<file path="src/rtl/dlx_pkg.sv">
// Shared DLX encodings: shift-op codes, requester ids and the shift request bundle.
package dlx_pkg;

  localparam logic [1:0] SHOP_PASS = 2'b00;
  localparam logic [1:0] SHOP_SLL  = 2'b01;
  localparam logic [1:0] SHOP_SRL  = 2'b10;
  localparam logic [1:0] SHOP_SRA  = 2'b11;

  localparam logic REQ_EX  = 1'b0;
  localparam logic REQ_LSU = 1'b1;

  localparam int unsigned DW  = 32;
  localparam int unsigned SAW = 5;

  typedef struct packed {
    logic [DW-1:0]  a;
    logic [SAW-1:0] sa;
    logic [1:0]     op;
  } sh_req_t;

endpackage

</file>
<file path="src/rtl/shifter.sv">
// Combinational 32-bit shifter: pass, SLL, SRL, SRA selected by S2.
module shifter
  import dlx_pkg::*;
(
  input  logic [DW-1:0]  IN0,
  input  logic [SAW-1:0] S,
  input  logic [1:0]     S2,
  output logic [DW-1:0]  Y
);

  always_comb begin
    Y = IN0;
    case (S2)
      SHOP_SLL: Y = IN0 << S;
      SHOP_SRL: Y = IN0 >> S;
      SHOP_SRA: Y = DW'($signed(IN0) >>> S);
      default:  Y = IN0;
    endcase
  end

endmodule

</file>
<file path="src/rtl/shift_arb.sv">
// Two-requester arbiter in front of the shared shifter, with a held result register
// and an anti-starvation counter that lets requester 1 win after STARVE_LIM denials.
module shift_arb
  import dlx_pkg::*;
#(
  parameter int unsigned STARVE_LIM = 4,
  parameter int unsigned CW         = 3
)
(
  input  logic           CLK,
  input  logic           RST,
  input  logic           REQ0,
  input  logic [DW-1:0]  A0,
  input  logic [SAW-1:0] SA0,
  input  logic [1:0]     OP0,
  output logic           GNT0,
  input  logic           REQ1,
  input  logic [DW-1:0]  A1,
  input  logic [SAW-1:0] SA1,
  input  logic [1:0]     OP1,
  output logic           GNT1,
  output logic [DW-1:0]  Y,
  output logic           VLD,
  output logic           OWN,
  input  logic           ACK
);

  localparam logic [CW-1:0] LIM = CW'(STARVE_LIM);

  logic [DW-1:0] y_q, y_d;
  logic          vld_q, vld_d;
  logic          own_q, own_d;
  logic [CW-1:0] cnt_q, cnt_d;

  logic          free_c;
  sh_req_t       req0_c, req1_c, sel_c;
  logic [DW-1:0] shy_c;

  assign free_c = !vld_q || ACK;
  assign req0_c = {A0, SA0, OP0};
  assign req1_c = {A1, SA1, OP1};

  // Fixed priority to requester 0 unless requester 1 has been denied STARVE_LIM cycles
  always_comb begin
    GNT0 = 1'b0;
    GNT1 = 1'b0;
    if (!RST && free_c) begin
      if (REQ1 && (!REQ0 || cnt_q == LIM)) GNT1 = 1'b1;
      else if (REQ0)                       GNT0 = 1'b1;
    end
  end

  assign sel_c = GNT1 ? req1_c : req0_c;

  shifter u_shifter (
    .IN0 (sel_c.a),
    .S   (sel_c.sa),
    .S2  (sel_c.op),
    .Y   (shy_c)
  );

  always_comb begin
    y_d   = y_q;
    vld_d = vld_q;
    own_d = own_q;
    cnt_d = cnt_q;
    if (GNT0 || GNT1) begin
      y_d   = shy_c;
      vld_d = 1'b1;
      own_d = GNT1 ? REQ_LSU : REQ_EX;
    end else if (ACK) begin
      vld_d = 1'b0;
    end
    // Stall cycles count too; saturates at the limit
    if (!REQ1 || GNT1)   cnt_d = '0;
    else if (cnt_q != LIM) cnt_d = cnt_q + CW'(1);
  end

  always_ff @(posedge CLK) begin
    if (RST) begin
      y_q   <= '0;
      vld_q <= 1'b0;
      own_q <= REQ_EX;
      cnt_q <= '0;
    end else begin
      y_q   <= y_d;
      vld_q <= vld_d;
      own_q <= own_d;
      cnt_q <= cnt_d;
    end
  end

  assign Y   = y_q;
  assign VLD = vld_q;
  assign OWN = own_q;

endmodule

</file>
<file path="config.mk">
export PLATFORM = sky130hd
export DESIGN_NAME = shift_arb
export DESIGN_NICKNAME = d
export VERILOG_FILES = /design/src/rtl/dlx_pkg.sv /design/src/rtl/shifter.sv /design/src/rtl/shift_arb.sv
export SDC_FILE = /design/constraint.sdc
export NUM_CORES = 1
export LEC_CHECK = 0
export CAP_MARGIN = 5
export CORE_UTILIZATION = 55
export CTS_CLUSTER_SIZE = 14
export DETAILED_ROUTE_END_ITERATION = 8
export PLACE_DENSITY = 0.86
export REMOVE_ABC_BUFFERS = 1
export SYNTH_ARGS = -nofsm -noshare
export SYNTH_HDL_FRONTEND = slang
export SYNTH_SLANG_ARGS = --single-unit
</file>
<file path="constraint.sdc">
create_clock -name CLK -period 7.36 [get_ports CLK]
set_input_delay 0.736 -clock CLK [delete_from_list [all_inputs] [get_ports CLK]]
set_output_delay 0.736 -clock CLK [all_outputs]
set_load 0.01 [all_outputs]
</file>
==> impl_metrics.tcl <==
set metrics [dict create \
    pre_cts_slack_ns 1.972 \
    slowest_stage "clkdlybuf4s50_1" \
    cts.sink_count 37 \
    cp_max_fo 54 \
    vias 11240 \
    final_cell_mix "134 x mux2i_1, 114 x clkdlybuf4s50_1, 98 x nand2_1" \
    vdd_ir_drop_max_v 0.00009954 \
    path_cells "clkdlybuf4s50_1 -> and2b_1 -> nand3_4 -> clkinv_2 -> buf_12 -> or3_1 -> nand3_1 -> a22oi_1 -> a2111oi_0 -> a311oi_1" \
    start_kind "input port" \
    die_area_mm2 0.01794 \
    place_inst 1325 \
    grt_max_degree 61 \
    wl_um 45370 \
    setup_viol 0 \
    antenna_found_initial 2 \
    netlist_area_mm2 0.009573 \
    post-route-period-util_pct 71.84 \
    cp_top_family "buffers and inverters" \
    initial_core_util_pct 57.12 \
    synth_edf_count 0 \
    ctsLongestPathBuffers 2 \
    area_delta_synth_final_pct 11.08 \
    drive_gt1_share_pct 18.06 \
    max_freq_mhz 189.1 \
    first_pass_iters 9 \
    drv_cap 0 \
    gp_congestion 1.057 \
    cts_max_level 2 \
    whs_ns 0.4580 \
    final_common_cell "mux2i_1" \
    grt_overflow_total 0 \
    fp-row-count 47 \
    p_leak_uw 0.003815 \
    ys_warn_count 0 \
    cts_made_buffers 5 \
    tritoncts "built" \
    pin_count 119 \
    finalHoldViolations 0 \
    ys_types 91 \
    r2r_setup_slack_ns 2.90 \
    ctsHoldBuffers 0 \
    final_util_pct 63.45 \
    end_kind "flip-flop" \
    worstHoldPathType "reg2reg" \
    cellPowerDensity_mw_per_mm2 122.3 \
    port_buffers 118 \
    cp_data_required_time_ns 7.51 \
    fillers 1440 \
    violations "design-rule violations" \
    grt_use_total_pct 50.20 \
    yosysSeqAreaShare_pct 7.738 \
    slowest_delay_ns 0.89 \
    grt_pass1_vias 10100 \
    post_cts_buffers 0 \
    postRouteAntennaNets 0 \
    coreArea_mm2 0.01676 \
    clock-root-buffer "clkbuf_16" \
    clk_pin_slew_ns 0.07 \
    drtIter0Drc 2058 \
    remaining_drc_errors 2 \
    ys_ff_latch 37 \
    setup_ws_ns 2.073 \
    syn_area_per_cell_um2 8.831 \
    synthCells 1084 \
    ys_async_sr_fraction_pct 0 \
    grt_pass1_wl_um 66880 \
    synth_flop_cell "dfxtp_1" \
    die_x_um 133.9 \
    fin_skew_ns 0.01190 \
    cp.arrival_ns 5.44 \
    layout.cells.non_filler 1335 \
    period_needed_ns 5.287 \
    crit_type "in2reg" \
    dp_hpwl_um 32540 \
    final-seq-area_um2 740.7 \
    status "finished, violations left" \
    tightest_slew_ns 1.301 \
    die_y_um 133.9 \
    multi_input_area_mm2 0.008078 \
    slew_viol_final 0 \
    cts_resized 0 \
    crit_buf_inv 3 \
    nets 1197 \
    finalSetupTns_ns 0 \
    via_per_inst 8.416 \
    clock_latency_ns 0.30 \
    rsz0062_at_grt "false" \
    maxSlewHeadroom_pct 12.60 \
    routedWlPerCell_um 33.98 \
]
==> power breakdown <==
part           leakage (uW)  internal [uW]  switching (uW)  total (uW)
logic               0.00344            332             502         834
clock network     0.0000652            127             103         230
registers          0.000305            221            16.0         237
==> path summary, 6_finish.rpt <==
check / from / endpoint / depth (start not counted)
worst min-delay path: Y[21] / Y[21] / 2
worst max register to register: cnt_q[0] / Y[17] / 11
worst max-delay path: RST / Y[17] / 10
worst min register to register: Y[21] / Y[21] / 2
==> layer usage <==
metal	track usage [%]	vias to the layer above	part of all wire, %
met3	14.66	262	15
met1	68.29	5304	37
met5	0	-	0
li1	-	4418	-
met4	21.09	0	5.7
met2	74.09	1251	42
==> area by class of cell <==
cell class | instances | share of cell area [%]
Sequential cell | 37 | 6.966
Clock buffer | 8 | 1.283
Inverter | 11 | 0.4000
Multi-Input combinational cell | 916 | 75.96
Tap cell | 220 | 2.589
Antenna cell | 2 | 0.04706
Timing Repair Buffer | 141 | 12.75
==> worst min-delay path, cell delays in order (launching register included) <==
cell	delay, ns
dfxtp_1	0.32
nand2_1	0.06
nand2_1	0.04
==> kinds of logic (layout without fill, tap and decap cells) <==
| group | after synthesis | in the layout | share of synthesized area, % |
|---|---|---|---|
| compound gates | 310 | 310 | 23.12 |
| mux | 286 | 286 | 45.04 |
| fa+ha+maj | 2 | 2 | 0.2614 |
| other cells | 0 | 2 | 0 |
| simple gates | 317 | 317 | 15.76 |
| flops | 37 | 37 | 7.738 |
| buf+inv | 131 | 160 | 7.986 |
| xor+xnor | 1 | 1 | 0.09151 |
==> registers in the layout, summed over array words and instances, names as in the netlist <==
| register | cells |
|---|---|
| OWN | 1 |
| VLD | 1 |
| Y | 32 |
| cnt_q | 3 |
==> cell usage after synthesis (all sizes together), types with 6 or more instances <==
master	instances	area (um^2)
clkbuf	35	132.6
mux2i	138	1414
o21ai	57	285.3
nor4	13	126.4
a211oi	13	97.59
nor3	22	110.1
a22oi	12	90.09
nor2	98	370.4
o2111ai	8	70.07
or3	9	56.30
o221ai	14	122.6
dfxtp	37	740.7
a31oi	28	181.4
mux4	105	2406
nand2	99	374.1
a21oi	58	301.5
o22ai	15	93.84
nand2b	10	62.56
nand3	29	157.7
a221oi	12	117.6
nor2b	6	37.54
inv	10	37.53
o211ai	21	157.7
nand4	6	37.54
mux2	43	491.7
o31ai	10	93.84
buf	85	590.6
==> through the flow <==
stage | total power (uW) | area [um^2]
floorplan | 664.7 | 8850
global placement | 1021 | 10490
detailed placement | 1028 | 10490
CTS | 1252 | 10630
global route | 1328 | 10630
finish | 1301 | 10630
(Power assumes the default switching activity.)
